`src/rtl/ps2_key_decoder_if.sv`:
```
// rtl/ps2_key_decoder_if.sv - scan-byte input and key-event output bundle for ps2_key_decoder
//
// Signals:
//   i_scanValid  one-cycle strobe, i_scanByte holds a complete received byte
//   i_scanByte   scan-code byte
//   o_keyValid   one-cycle event strobe
//   o_keyAddr    table index + 1 of the key that produced the event
//   o_keyMake    1 = make (press), 0 = break (release)
//   o_keyExt     event came from an E0-prefixed code
//   o_keyHeld    bit i set while key i is pressed
// Modports:
//   master  byte source / event sink (receiver side, testbench)
//   slave   the decoder
interface ps2_key_decoder_if #(
    parameter int NUM_KEYS = 4,
    parameter int ADDR_W   = 3
);
    logic                i_scanValid;
    logic [7:0]          i_scanByte;
    logic                o_keyValid;
    logic [ADDR_W-1:0]   o_keyAddr;
    logic                o_keyMake;
    logic                o_keyExt;
    logic [NUM_KEYS-1:0] o_keyHeld;

    modport master (
        output i_scanValid,
        output i_scanByte,
        input  o_keyValid,
        input  o_keyAddr,
        input  o_keyMake,
        input  o_keyExt,
        input  o_keyHeld
    );

    modport slave (
        input  i_scanValid,
        input  i_scanByte,
        output o_keyValid,
        output o_keyAddr,
        output o_keyMake,
        output o_keyExt,
        output o_keyHeld
    );
endinterface

```
`src/rtl/ps2_key_decoder.sv`:
```
// rtl/ps2_key_decoder.sv - PS/2 scan-code to make/break key event decoder with held-key bitmap
//
// Ports:
//   i_clk  system clock
//   i_rst  asynchronous active-high reset
//   bus    ps2_key_decoder_if.slave: scan bytes in, key events and held bitmap out
module ps2_key_decoder #(
    parameter int                    NUM_KEYS       = 4,
    parameter int                    ADDR_W         = 3,
    parameter logic [NUM_KEYS*8-1:0] KEY_CODES      = 32'h75_1E_16_45,
    parameter logic [NUM_KEYS-1:0]   KEY_EXT        = 4'b1000,
    parameter int                    FILTER_REPEAT  = 1,
    parameter int                    TIMEOUT_CYCLES = 100000
) (
    input  logic                  i_clk,
    input  logic                  i_rst,
    ps2_key_decoder_if.slave      bus
);

    localparam int                CNT_W    = $clog2(TIMEOUT_CYCLES + 1);
    localparam logic [CNT_W-1:0]  TMO_LAST = CNT_W'(TIMEOUT_CYCLES - 1);

    localparam logic [7:0] CODE_EXT = 8'hE0;
    localparam logic [7:0] CODE_BRK = 8'hF0;

    typedef enum logic [1:0] {
        S_IDLE,
        S_EXT,
        S_BRK,
        S_EXT_BRK
    } state_t;

    state_t              state;
    logic [CNT_W-1:0]    tmo_cnt;

    logic                key_valid;
    logic [ADDR_W-1:0]   key_addr;
    logic                key_make;
    logic                key_ext;
    logic [NUM_KEYS-1:0] key_held;

    logic                is_ext_state;
    logic                is_brk_state;
    logic                is_prefix;
    logic                is_resp;
    logic                hit;
    logic [NUM_KEYS-1:0] hit_vec;
    logic [ADDR_W-1:0]   hit_addr;
    logic                do_lookup;
    logic                already_held;
    logic                emit;

    // Lookup and event qualification for the byte currently on the bus.
    always_comb begin
        is_ext_state = (state == S_EXT) || (state == S_EXT_BRK);
        is_brk_state = (state == S_BRK) || (state == S_EXT_BRK);
        is_prefix    = (bus.i_scanByte == CODE_EXT) || (bus.i_scanByte == CODE_BRK);

        // Keyboard controller responses; only meaningful outside a prefix sequence.
        case (bus.i_scanByte)
            8'h00, 8'hAA, 8'hEE, 8'hFA, 8'hFE, 8'hFF: is_resp = 1'b1;
            default:                                   is_resp = 1'b0;
        endcase

        // First match wins, so duplicate table entries resolve to the lowest index.
        hit      = 1'b0;
        hit_vec  = '0;
        hit_addr = '0;
        for (int i = 0; i < NUM_KEYS; i++) begin
            if (!hit && (bus.i_scanByte == KEY_CODES[8*i +: 8]) && (is_ext_state == KEY_EXT[i])) begin
                hit        = 1'b1;
                hit_vec[i] = 1'b1;
                hit_addr   = ADDR_W'(i + 1);
            end
        end

        do_lookup    = bus.i_scanValid && !is_prefix && !((state == S_IDLE) && is_resp);
        already_held = |(hit_vec & key_held);
        // Typematic repeats of a held key are dropped; breaks always report.
        emit         = do_lookup && hit &&
                       (is_brk_state || !((FILTER_REPEAT != 0) && already_held));
    end

    always_ff @(posedge i_clk or posedge i_rst) begin
        if (i_rst) begin
            state     <= S_IDLE;
            tmo_cnt   <= '0;
            key_valid <= 1'b0;
            key_addr  <= '0;
            key_make  <= 1'b0;
            key_ext   <= 1'b0;
            key_held  <= '0;
        end else begin
            key_valid <= 1'b0;

            if (bus.i_scanValid) begin
                tmo_cnt <= '0;

                unique case (state)
                    S_IDLE: begin
                        if (bus.i_scanByte == CODE_EXT) begin
                            state <= S_EXT;
                        end else if (bus.i_scanByte == CODE_BRK) begin
                            state <= S_BRK;
                        end
                    end
                    S_EXT: begin
                        if (bus.i_scanByte == CODE_BRK) begin
                            state <= S_EXT_BRK;
                        end else if (bus.i_scanByte == CODE_EXT) begin
                            state <= S_EXT;
                        end else begin
                            state <= S_IDLE;
                        end
                    end
                    S_BRK: begin
                        if (bus.i_scanByte == CODE_EXT) begin
                            state <= S_EXT_BRK;
                        end else if (bus.i_scanByte == CODE_BRK) begin
                            state <= S_BRK;
                        end else begin
                            state <= S_IDLE;
                        end
                    end
                    S_EXT_BRK: begin
                        if (is_prefix) begin
                            state <= S_EXT_BRK;
                        end else begin
                            state <= S_IDLE;
                        end
                    end
                    default: state <= S_IDLE;
                endcase

                if (emit) begin
                    key_valid <= 1'b1;
                    key_addr  <= hit_addr;
                    key_make  <= !is_brk_state;
                    key_ext   <= is_ext_state;
                    if (is_brk_state) begin
                        key_held <= key_held & ~hit_vec;
                    end else begin
                        key_held <= key_held | hit_vec;
                    end
                end
            end else if (state != S_IDLE) begin
                // A prefix with no follow-up byte is abandoned silently.
                if (tmo_cnt == TMO_LAST) begin
                    state   <= S_IDLE;
                    tmo_cnt <= '0;
                end else begin
                    tmo_cnt <= tmo_cnt + 1'b1;
                end
            end else begin
                tmo_cnt <= '0;
            end
        end
    end

    assign bus.o_keyValid = key_valid;
    assign bus.o_keyAddr  = key_addr;
    assign bus.o_keyMake  = key_make;
    assign bus.o_keyExt   = key_ext;
    assign bus.o_keyHeld  = key_held;

endmodule

```
`src/flat_wrapper.sv`:
```
// flat-port wrapper written by rule: the top's interface ports become plain ports
module ps2_key_decoder_flat 
#(
    parameter int                    NUM_KEYS       = 4,
    parameter int                    ADDR_W         = 3,
    parameter logic [NUM_KEYS*8-1:0] KEY_CODES      = 32'h75_1E_16_45,
    parameter logic [NUM_KEYS-1:0]   KEY_EXT        = 4'b1000,
    parameter int                    FILTER_REPEAT  = 1,
    parameter int                    TIMEOUT_CYCLES = 100000
)
  (i_clk, i_rst, bus_i_scanValid, bus_i_scanByte, bus_o_keyValid, bus_o_keyAddr, bus_o_keyMake, bus_o_keyExt, bus_o_keyHeld);
  ps2_key_decoder_if #(.NUM_KEYS(NUM_KEYS), .ADDR_W(ADDR_W)) bus_i ();
  input  logic i_clk;
  input  logic i_rst;
  input wire logic [$bits(bus_i.i_scanValid)-1:0] bus_i_scanValid;
  input wire logic [$bits(bus_i.i_scanByte)-1:0] bus_i_scanByte;
  output wire logic [$bits(bus_i.o_keyValid)-1:0] bus_o_keyValid;
  output wire logic [$bits(bus_i.o_keyAddr)-1:0] bus_o_keyAddr;
  output wire logic [$bits(bus_i.o_keyMake)-1:0] bus_o_keyMake;
  output wire logic [$bits(bus_i.o_keyExt)-1:0] bus_o_keyExt;
  output wire logic [$bits(bus_i.o_keyHeld)-1:0] bus_o_keyHeld;
  assign bus_i.i_scanValid = bus_i_scanValid;
  assign bus_i.i_scanByte = bus_i_scanByte;
  assign bus_o_keyValid = bus_i.o_keyValid;
  assign bus_o_keyAddr = bus_i.o_keyAddr;
  assign bus_o_keyMake = bus_i.o_keyMake;
  assign bus_o_keyExt = bus_i.o_keyExt;
  assign bus_o_keyHeld = bus_i.o_keyHeld;
  ps2_key_decoder #(.NUM_KEYS(NUM_KEYS), .ADDR_W(ADDR_W), .KEY_CODES(KEY_CODES), .KEY_EXT(KEY_EXT), .FILTER_REPEAT(FILTER_REPEAT), .TIMEOUT_CYCLES(TIMEOUT_CYCLES)) u_core (.i_clk(i_clk), .i_rst(i_rst), .bus(bus_i));
endmodule
```
`config.mk`:
```
export PLATFORM = sky130hd
export DESIGN_NAME = ps2_key_decoder_flat
export DESIGN_NICKNAME = d
export VERILOG_FILES = /design/src/rtl/ps2_key_decoder_if.sv /design/src/rtl/ps2_key_decoder.sv /design/src/flat_wrapper.sv
export SDC_FILE = /design/constraint.sdc
export NUM_CORES = 1
export LEC_CHECK = 0
export BUFFER_PORTS_ARGS = -buffer_cell sky130_fd_sc_hd__buf_2
export CAP_MARGIN = 20
export CELL_PAD_IN_SITES_DETAIL_PLACEMENT = 1
export CELL_PAD_IN_SITES_GLOBAL_PLACEMENT = 1
export CORE_MARGIN = 2
export CORE_UTILIZATION = 35
export CTS_CLUSTER_SIZE = 8
export DETAILED_ROUTE_END_ITERATION = 10
export PLACE_DENSITY_LB_ADDON = 0.1
export SLEW_MARGIN = 5
export SYNTH_ARGS = -nofsm -noshare
export SYNTH_HDL_FRONTEND = slang
export SYNTH_SLANG_ARGS = --single-unit
```
`constraint.sdc`:
```
create_clock -name i_clk -period 2.6 [get_ports i_clk]
set_input_delay 0.26 -clock i_clk [delete_from_list [all_inputs] [get_ports i_clk]]
set_output_delay 0.26 -clock i_clk [all_outputs]
set_load 0.03 [all_outputs]
```
After elaboration in Yosys (flattened, before gate mapping)
Index checks and enable logic that the tools add are counted.
{"block": "classes", "n_addsub": 1, "n_eq_ne": 16, "muxes": 29, "bitwise": 5, "n_reduce_logical": 32}
{"op": "8-bit equality test (second input constant)", "count": 7}
{"op": "17-bit 2-to-1 mux", "count": 3}
{"op": "2-bit 2-to-1 mux", "count": 11}
{"op": "17-bit by 1-bit adder with 17-bit output (second input constant)", "count": 1}
{"op": "17-bit equality test (second input constant)", "count": 1}
{"op": "8-bit by 5-bit equality test with 1-bit output (second input constant)", "count": 2}
{"op": "8-bit by 7-bit equality test with 1-bit output (second input constant)", "count": 2}
{"op": "1-bit logical AND", "count": 12}
{"op": "1-bit 2-to-1 mux", "count": 12}
{"op": "4-bit bitwise AND", "count": 2}
{"op": "8-bit logical NOT", "count": 1}
{"op": "2-bit one-hot mux with 4 select lines", "count": 1}
{"op": "1-bit logical NOT", "count": 7}
{"op": "2-bit nonzero test", "count": 3}
{"op": "6-bit OR reduction", "count": 1}
{"op": "2-bit equality test (second input constant)", "count": 2}
{"op": "1-bit logical OR", "count": 4}
{"op": "4-bit 2-to-1 mux", "count": 1}
{"op": "4-bit != test (second input constant)", "count": 1}
{"op": "4-bit NOT", "count": 1}
{"op": "4-bit bitwise OR", "count": 1}
{"op": "4-bit OR reduction", "count": 1}
{"op": "3-bit 2-to-1 mux", "count": 1}
{"op": "3-bit AND reduction", "count": 1}
{"op": "other kinds (4)", "count": 4}
{"block": "totals", "regBits": 29, "in_bits": 11, "out_inout_bits": 10, "word_cells": 90}

Logic depth before layout (Yosys ltp)
Gate-level depths: netlist (run 1).
{"block": "logic_depth", "depth_word": 24, "depth_mapped": 6}

Worst setup path after synthesis (run 1)
No wires, ideal clock.
{"block": "synth_path", "path_kind": "reg-to-reg", "startpoint": "register (tool-made name)", "endpoint": "register u_core.key_addr[0], in the netlist u_core.bus.o_keyAddr[0]", "arrival_ns": 1.794, "required_ns": 2.475, "slack_ns": 0.681, "path_stages_with_launch": 5, "synth_period_minus_slack_ns": 1.919, "cell_sequence": "dfrtp_1 > and4_2 > o2111a_1 > a2111oi_4 > mux2_4"}
{"element": "to (signal assigned)", "line_no": "ps2_key_decoder.sv:137", "text": "key_addr <= hit_addr;"}
{"element": "to (decl)", "line_no": "ps2_key_decoder.sv:37", "text": "logic [ADDR_W-1:0] key_addr;"}

Worst setup path in the final report (run 1)
{"block": "layout_path", "startpoint": "register u_core.tmo_cnt[0]", "endpoint": "register u_core.tmo_cnt[5]"}
{"block": "layout_via", "elab_chain_len": 4, "word_cells_on_any_way": 5, "classes_between": "1 x add/sub; 1 x eq/ne; 3 x mux"}
{"element": "from (decl)", "line_no": "ps2_key_decoder.sv:34", "text": "logic [CNT_W-1:0] tmo_cnt;"}
{"element": "from (signal assigned)", "line_no": "ps2_key_decoder.sv:152", "text": "tmo_cnt <= tmo_cnt + 1'b1;"}
{"element": "17-bit by 1-bit adder with 17-bit output / 17-bit equality test (equally long branches)", "line_no": "ps2_key_decoder.sv:152, ps2_key_decoder.sv:148"}
{"element": "17-bit 2-to-1 mux (*)", "line_no": "ps2_key_decoder.sv:148", "text": "if (tmo_cnt == TMO_LAST) begin"}
{"element": "17-bit 2-to-1 mux (*)", "line_no": "ps2_key_decoder.sv:146", "text": "end else if (state != S_IDLE) begin"}
{"element": "17-bit 2-to-1 mux (*)", "line_no": "ps2_key_decoder.sv:96", "text": "if (bus.i_scanValid) begin"}
Mark *: on every way between the ends. The rest lies on a longest branch, timed or not.
A chain may end at the register's enable or synchronous reset.

==> metrics.md, run 1 <==
| Metric | Value |
|---|---|
| Run status | `finished clean` |
| Post-layout minimum cycle time | `between 1.5 and 2 ns` |
| Most frequent cells after synthesis | `29 x dfrtp_1, 16 x nor2_1, 11 x inv_1` |
| Final worst path period share | `about three quarters` |
| Reg2Reg Setup Slack | `0.60 ns` |
| Critical path required time | `~2.8 ns` |
| Final setup violating endpoints | `0` |
| Peak VDD IR | `204 uV` |
| Post-synthesis compound-gate area fraction | `~13%` |
| Crit path arrival time | `around 2.2 ns` |
| Setup crit end kind | `flip-flop` |
| Clk buf depth | `2` |
| Synth cell types | `45` |
| RSZ-0062 raised after global routing | `false` |
| Fin nets | `between 150 and 200` |
| GR Util met1 | `about a fifth` |
| Startpoint Class | `flip-flop` |
| Synth area leader | `dfrtp_1` |
| Die height | `around 71 um` |
| Adder-Cell Fraction of Synth Area | `less than 1%` |
| Final WS setup | `~0.60 ns` |
| Power Dens Cells | `roughly 550 nW/um^2` |
| CTS Root Cell | `clkbuf_8` |
| Synthesized area | `1550 um^2` |
| Fillers | `about 500` |
| Pleak | `between 0.7 and 0.8 nW` |
| Max_cap viols | `0` |
| Share of cells above drive strength 1 | `25.8%` |
| Max Transition Viols Final | `0` |
| Critical Path Fanout Max | `10` |
| Post-synthesis sequential area ratio | `a little under half` |
| XOR/XNOR Fraction of Synth Area | `about 6.2%` |
| Register cell area after layout | `about 730 um^2` |
| Mapped Avg Cell Area | `10.2 um^2` |
| Post-synthesis simple-gate area fraction | `roughly a quarter` |
| FP Rows | `24` |
| Hold-fix buffers, CTS | `0` |
| CTS tree | `built` |
| Total GRT Usage | `~16%` |
| First-pass GRT wire length | `6440 um` |
| Clock-pin slew on the worst setup and hold paths | `roughly 0.060 ns` |
| Mux cell area share after synthesis | `about 3.9%` |
| Fin. Hold Viols | `0` |
| Worst Max-Slew Pin Slew | `roughly 0.53 ns` |
| Yosys reg bits | `29` |
| Crit-path cells | `ha_1 -> and4_1 -> nand2_1 -> o221ai_2 -> buf_4 -> nor2_1` |
| H-tree Lvls | `2` |
| Worst slew margin | `64.9%` |
| Top FF cell, synth | `dfrtp_1` |
| Yosys top cell area share | `between 40% and 50%` |
| Reg-to-reg endpoint | `u_core.tmo_cnt[5]` |
| Starting Density | `between 30% and 40%` |
| Worst-Skew Late Latency | `roughly 0.28 ns` |
| Die area | `~5000 um^2` |
| Antenna Nets Post-Route | `0` |
| Number of diodes | `0` |
| Area growth, synth to finish | `16.1%` |
| Drt total wl | `3510 um` |
| Core area | `roughly 4300 um^2` |
| Clock skew | `around 0.0045 ns` |
| M2 GR Usage | `approximately 27%` |
| Vias in the first global route | `1375` |
| Drt first pass iters | `4` |
| Clk sinks | `29` |
| Initial antenna violation count | `0` |
| Synth warn | `0` |
| Via count | `roughly 1200` |
| Peak Freq | `500 MHz` |
| Vias/cell | `5.38` |
| Synth top area cells | `dfrtp_1 47%, nor2_1 3.9%, xor2_1 3.4%` |
| Number of setup buffers added after CTS | `0` |
| Multi-input logic area | `753 um^2` |
| Crit-path slowest cell | `o221ai_2` |
| DR DRC count | `0` |
| Initial DRC count | `68` |
| Slowest stage delay, CP | `~0.48 ns` |
| M3 GR Usage | `under 10%` |
| Syn Inst Count | `approximately 150` |
| Buffers on Ports | `20` |
| Final Wtd Congestion | `about 0.85` |
| Routed wire per std cell | `about 15 um` |
| Main combinational cell family by area after synthesis | `simple AND/OR/NAND/NOR gates` |
| Post-cts gate resize count | `0` |
| Worst R2R Start | `u_core.tmo_cnt[0]` |
| Worst setup slack after placement | `around 0.56 ns` |
| Cts bufs inserted | `5` |
| Final setup TNS | `0 ns` |
| I/O pin cnt | `21` |
| Post-synth net total | `between 150 and 200` |
| Async set or reset register ratio after synthesis | `between 90% and 100%` |
| Most frequent cell after synthesis | `dfrtp_1` |
| Placed wire-length estimate | `~2700 um` |
| Grt peak-use layer | `met2` |
| EDFF count, synth | `0` |
| DIE WIDTH | `between 70 and 80 um` |
| Largest net degree at the start of global routing | `30` |
| Setup Crit Path Kind | `reg2reg` |
| R2R depth | `6` |
| Type of the tightest min-delay check | `in2async` |
| Gr ovfl total | `0` |
cell usage in the layout (no fill, tap or decap), types with 3 or more instances in the layout:
cell / netlist / layout
mux2_2: 3 / 3
o21ai_0: 7 / 7
nor3_1: 6 / 6
nand4_1: 6 / 6
o22ai_1: 3 / 3
inv_1: 11 / 11
clkbuf_8: 0 / 7
nor4_1: 4 / 4
nand3_1: 7 / 7
a21oi_1: 3 / 3
xor2_1: 6 / 6
o31ai_1: 3 / 3
dfrtp_1: 29 / 29
xnor2_1: 5 / 5
nand2_1: 8 / 8
buf_2: 0 / 20
nor2_1: 16 / 16
where the power goes:
part           internal [W]  switching, W
combinational     0.0000345     0.0000703
clock              0.000239      0.000169
sequential         0.000467    0.00000858
total              0.000740      0.000248
cells by family (layout without fill, tap and decap cells):
| kind of cell | after synthesis | count (layout) |
|---|---|---|
| compound gates | 25 | 25 |
| simple gates | 66 | 66 |
| mux | 5 | 5 |
| fa+ha+maj | 1 | 1 |
| flops | 29 | 29 |
| buf+inv | 15 | 41 |
| xor+xnor | 11 | 11 |
per-stage QoR:
step	total power, W	instances	cell area (um^2)	hold slack (ns)	utilization, %
floorplan	0.000550	152	1550	0.338	-
detailed placement	0.000591	222	1700	0.357	39.3
global placement	0.000589	222	1700	0.347	39.3
global route	0.00104	230	1800	0.0815	41.7
CTS	0.00101	230	1800	0.0538	41.7
finish	0.000989	230	1800	0.0453	41.7
routing by layer:
metal,wire (um),share of wire [%]
met2,1750,50
met5,0,0
met4,49,1.4
met1,1550,44
met3,153,4.4
worst max path at each step:
stage,start,end,slack [ns]
detailed placement,u_core.tmo_cnt[0],u_core.tmo_cnt[5],0.56
global route,u_core.tmo_cnt[0],u_core.tmo_cnt[5],0.44
CTS,u_core.tmo_cnt[0],u_core.tmo_cnt[5],0.56
global placement,u_core.state[0],u_core.bus.o_keyAddr[0],0.68
floorplan,flip-flop,u_core.bus.o_keyAddr[0],0.68
finish,u_core.tmo_cnt[0],u_core.tmo_cnt[5],0.60
critical path: cells and delay by family, from the launching register on:
family / cells / cell delay [ns]
buf+inv: 1 / 0.26
flops: 1 / 0.38
simple gates: 3 / 0.54
compound gates: 1 / 0.48
fa+ha+maj: 1 / 0.22
layout make-up:
class | instances | share of cell area (%)
clock buffers | 7 | 5.35
clock inverters | 1 | 0.278
inverters | 11 | 2.29
multi-input cells | 108 | 41.8
flip-flops and latches | 29 | 40.3
well taps | 52 | 3.61
repair buffers | 22 | 6.39
Note: power is estimated with default switching activity, not from simulation.
==> inputs of run 2 (changes only) <==
clock period = 2 ns   (was 2.6 ns; I/O delays follow)
==> metrics.md, run 2 (synthesized netlist as in run 1, its figures left out) <==
| Metric | Value |
|---|---|
| Initial antenna violation count | `0` |
| Cts bufs inserted | `5` |
| CTS tree | `built` |
| Clock skew | `just over 0.003 ns` |
| RSZ-0062 raised after global routing | `false` |
| Vias in the first global route | `1384` |
| Worst slew margin | `between 70% and 80%` |
| FP Rows | `24` |
| Vias/cell | `5.47` |
| Die area | `4980 um^2` |
| Max Transition Viols Final | `0` |
| Initial DRC count | `between 70 and 80` |
| Critical path required time | `approximately 2.2 ns` |
| CP Buf/Inv Count | `0` |
| Final worst path period share | `between 90% and 100%` |
| Max_cap viols | `0` |
| Largest net degree at the start of global routing | `30` |
| Clk sinks | `29` |
| Worst setup slack after placement | `roughly 0.13 ns` |
| I/O pin cnt | `21` |
| Crit-path slowest cell | `dfrtp_1` |
| Share of cells above drive strength 1 | `28.0%` |
| CTS Root Cell | `clkbuf_8` |
| Clock-pin slew on the worst setup and hold paths | `roughly 0.060 ns` |
| Placed wire-length estimate | `2680 um` |
| Post-route cell area | `between 1500 and 2000 um^2` |
| Starting Density | `35.9%` |
| Largest delay contributor family on the critical path | `simple AND/OR/NAND/NOR gates` |
| Pleak | `roughly 0.80 nW` |
| Run status | `finished clean` |
| Most common cell after layout, fill and taps aside | `dfrtp_1` |
| Power Dens Cells | `approximately 700 nW/um^2` |
| DIE WIDTH | `between 70 and 80 um` |
| Type of the tightest min-delay check | `in2reg` |
| Setup Crit Path Kind | `reg2reg` |
| Critical Path Fanout Max | `8` |
| Clk buf depth | `2` |
| Peak VDD IR | `approximately 380 uV` |
| H-tree Lvls | `2` |
| Number of diodes | `0` |
| Crit path arrival time | `just over 2 ns` |
| Final Wtd Congestion | `slightly above 0.8` |
| Via count | `approximately 1300` |
| DR DRC count | `0` |
| Total GRT Usage | `between 10% and 20%` |
| Buffers on Ports | `20` |
| Crit-path cells | `nor4b_2 -> nand2_2 -> nor4_1 -> mux2_2` |
| Commonest cells after routing, fill and taps aside | `29 x dfrtp_1, 20 x buf_2, 16 x nor2_1` |
| Gr ovfl total | `0` |
| Drt total wl | `3640 um` |
| Slowest stage delay, CP | `0.47 ns` |
| Antenna Nets Post-Route | `0` |
| Worst Max-Slew Pin Slew | `a little over 0.4 ns` |
| Setup crit end kind | `flip-flop` |
| Post-Layout Cell Count | `roughly 230` |
| Fin. Hold Viols | `0` |
| Startpoint Class | `flip-flop` |
| Drt first pass iters | `4` |
| Area growth, synth to finish | `19.5%` |
| Fin nets | `193` |
| First-pass GRT wire length | `6400 um` |
| Core area | `4320 um^2` |
| Cell area after placement | `1740 um^2` |
| Placed cells | `~230` |
| Final setup violating endpoints | `0` |
| Die height | `70.6 um` |
| Routed wire per std cell | `15.6 um` |
| Worst-Skew Late Latency | `between 0.2 and 0.3 ns` |
| Final setup TNS | `0 ns` |
| Post-layout minimum cycle time | `approximately 1.8 ns` |
| Peak Freq | `~540 MHz` |
| Total power | `about 0.0013 W` |
| Final WS setup | `0.154 ns` |
==> run 2: cell types whose count changed in the layout (fill, tap and decap cells not counted), sizes merged <==
cell	previous run	this run
buf	22	25
dlygate4sd3	0	1
==> run 2: final timing paths <==
path	from	endpoint	slack, ns	depth (start not counted)
hold reg to reg	u_core.tmo_cnt[0]	u_core.tmo_cnt[0]	0.48	1
setup / recovery	u_core.state[0]	flip-flop	0.15	4
hold / removal	bus_i_scanByte[4]	u_core.state[1]	0.25	3
max in group asynchronous	i_rst	u_core.tmo_cnt[11]	1.16	4
setup reg to reg	u_core.state[0]	flip-flop	0.15	4
min in group asynchronous	i_rst	u_core.bus.o_keyAddr[2]	0.56	4
==> run 2: repair_timing <==
action                     in CTS  in global routing
gates resized for setup         0                  2
hold endpoints to repair       29                  0
hold buffers                    1                  0
buffers inserted                0                  0
setup endpoints to repair       0                  1
==> run 2: worst min-delay path: stages <==
cell     delay [ns]
buf_2          0.15
o21ai_0        0.09
o21ai_0        0.06
==> run 2: report_power, final <==
part	switching, W	internal (W)	total (W)
sequential	0.0000117	0.000607	0.000619
combinational	0.0000934	0.0000468	0.000140
clock	0.000230	0.000310	0.000541
==> run 2: final cells by class <==
type,count,area [um^2]
Clock buffer,7,96.3
Clock inverter,1,5.00
Fill cell,494,2470
Inverter,11,41.3
Multi-Input combinational cell,108,761
Sequential cell,29,726
Tap cell,52,65.1
Timing Repair Buffer,26,160
==> run 2: per-layer routing <==
metal | track usage [%] | vias to the layer above | share of wire, %
met3 | 5.27 | 6 | 4.2
met1 | 19.3 | 644 | 45
met5 | 0 | - | 0
li1 | - | 610 | -
met4 | 6.29 | 0 | 1.8
met2 | 28.6 | 20 | 49
==> run 2: per-stage QoR <==
step	hold slack, ns	util [%]
2_1_floorplan	0.278	-
3_3_place_gp	0.288	40.1
3_5_place_dp	0.306	40.1
4_1_cts	0.230	42.7
5_1_grt	0.306	42.9
6_report	0.253	42.9
==> inputs of run 3 (changes only) <==
CORE_MARGIN = not set   (was 2)
CORE_UTILIZATION = 44   (was 35)
==> metrics.md, run 3 (synthesized netlist as in run 1, its figures left out) <==
| Metric | Value |
|---|---|
| Post-layout minimum cycle time | `between 1.5 and 2 ns` |
| Sw Pwr | `between 0.0003 and 0.0004 W` |
| Largest delay contributor family on the critical path | `simple AND/OR/NAND/NOR gates` |
| Die area | `3770 um^2` |
| Register cell area after layout | `~730 um^2` |
| CTS Root Cell | `clkbuf_4` |
| Drt first pass iters | `4` |
| Internal power | `between 0.0008 and 0.0009 W` |
| Worst Max-Slew Pin Slew | `a little under 0.4 ns` |
| Worst slew margin | `74.2%` |
| Initial antenna violation count | `0` |
| Fin Hold WS | `~0.2 ns` |
| Fin. Hold Viols | `0` |
| Max Transition Viols Final | `0` |
| Core area | `3360 um^2` |
| Number of diodes | `0` |
| Pleak | `approximately 0.78 nW` |
| Final worst path period share | `a little over nine tenths` |
| Multi-input logic area | `roughly 750 um^2` |
| Final setup violating endpoints | `0` |
| First-pass GRT wire length | `roughly 6000 um` |
| Final setup TNS | `0 ns` |
| Starting Density | `46.1%` |
| DIE WIDTH | `about 61 um` |
| Crit-path cells | `nor4b_2 -> nand2_1 -> a2111oi_4 -> mux2_4` |
| Die height | `roughly 61 um` |
| Seq pwr share | `between 50% and 60%` |
| Cell area after placement | `1720 um^2` |
| Clk buf depth | `2` |
| Largest net degree at the start of global routing | `30` |
| Initial DRC count | `65` |
| Slowest stage delay, CP | `approximately 0.48 ns` |
| Post-route cell area | `about 1800 um^2` |
| Final Wtd Congestion | `just over 0.8` |
| Area growth, synth to finish | `15.7%` |
| Clock power share | `a little over a third` |
| Gr ovfl total | `0` |
| Clock skew | `0.00919 ns` |
| Share of cells above drive strength 1 | `26.9%` |
| Peak VDD IR | `379 uV` |
| Fin nets | `193` |
| Placed wire-length estimate | `2590 um` |
| RSZ-0062 raised after global routing | `false` |
| FP Rows | `21` |
| Vias/cell | `around 5.6` |
| H-tree Lvls | `2` |
| Antenna Nets Post-Route | `0` |
| Type of the tightest min-delay check | `in2reg` |
| Total power | `about 0.0012 W` |
| Critical Path Fanout Max | `8` |
| Post-cts gate resize count | `0` |
| Cts bufs inserted | `5` |
| CTS tree | `built` |
| Vias in the first global route | `approximately 1400` |
| Worst-Skew Late Latency | `0.33 ns` |
| Crit path arrival time | `approximately 2.1 ns` |
| Via count | `roughly 1300` |
| Setup Crit Path Kind | `reg2reg` |
| Crit-path slowest cell | `dfrtp_1` |
| Logic pwr share | `approximately an eighth` |
| Most common cell after layout, fill and taps aside | `dfrtp_1` |
| Run status | `finished clean` |
| Setup crit end kind | `flip-flop` |
| Total GRT Usage | `22.3%` |
| DR DRC count | `0` |
| Critical path required time | `2.22 ns` |
| Max_cap viols | `0` |
| I/O pin cnt | `21` |
| Placed cells | `between 200 and 250` |
| Buffers on Ports | `20` |
| Clk sinks | `29` |
| Post-Layout Cell Count | `~230` |
| Switching share of power | `approximately a quarter` |
| Drt total wl | `between 3000 and 4000 um` |
| Peak Freq | `~530 MHz` |
| CP Buf/Inv Count | `0` |
| Power Dens Cells | `648 nW/um^2` |
| Fillers | `around 430` |
| Startpoint Class | `flip-flop` |
| Commonest cells after routing, fill and taps aside | `29 x dfrtp_1, 20 x buf_2, 16 x nor2_1` |
| Clock-pin slew on the worst setup and hold paths | `0.10 ns` |
| Routed wire per std cell | `roughly 15 um` |
run 3: cell type report:
| cell class | count | share of cell area (%) |
|---|---|---|
| Clock buffer | 7 | 3.62 |
| Clock inverter | 1 | 0.279 |
| Inverter | 11 | 2.30 |
| Multi-Input combinational cell | 108 | 42.0 |
| Sequential cell | 29 | 40.4 |
| Tap cell | 46 | 3.21 |
| Timing Repair Buffer | 26 | 8.22 |
run 3: final timing paths:
| path | from | endpoint | slack (ns) | cells after the start |
|---|---|---|---|---|
| worst max-delay path | u_core.state[0] | u_core.bus.o_keyAddr[0] | 0.12 | 4 |
| worst min-delay path | bus_i_scanValid | u_core.tmo_cnt[16] | 0.20 | 4 |
| worst max register to register | u_core.state[0] | u_core.bus.o_keyAddr[0] | 0.12 | 4 |
| worst min register to register | u_core.tmo_cnt[0] | u_core.tmo_cnt[0] | 0.50 | 1 |
| max in group asynchronous | i_rst | u_core.tmo_cnt[1] | 1.23 | 4 |
| min in group asynchronous | i_rst | u_core.tmo_cnt[4] | 0.48 | 4 |
run 3: routing by layer:
metal,GRT usage (%),vias up,share of wire (%)
met3,5.88,5,2.9
met5,0,-,0
met4,8.25,0,1.3
met1,24.1,632,42
met2,41.8,21,53
li1,-,611,-
run 3: worst min-delay path: stages:
cell and delay (ns):
buf_2 0.09, inv_1 0.07, o221ai_2 0.08, a21oi_1 0.05
run 3: metrics by stage:
stage               setup WS, ns  util, %
finish                     0.119     53.4
global route            0.000500     53.4
CTS                        0.117     53.4
detailed placement         0.128     51.0
global placement           0.211     51.0
floorplan                 0.0805        -
run 3: timing repair:
| action | in CTS | in global routing |
|---|---|---|
| hold endpoints to repair | 29 | 0 |
| buffers inserted | 0 | 0 |
| hold buffers | 1 | 0 |
run 3: power by group through the flow:
stage / Sequential, W / Combinational, W / Clock, W
after floorplan: 0.000669 / 0.0000455 / 0
after global placement: 0.000628 / 0.000134 / 0
final: 0.000617 / 0.000139 / 0.000409
after CTS: 0.000617 / 0.000141 / 0.000430
after global routing: 0.000621 / 0.000153 / 0.000459
after detailed placement: 0.000629 / 0.000139 / 0
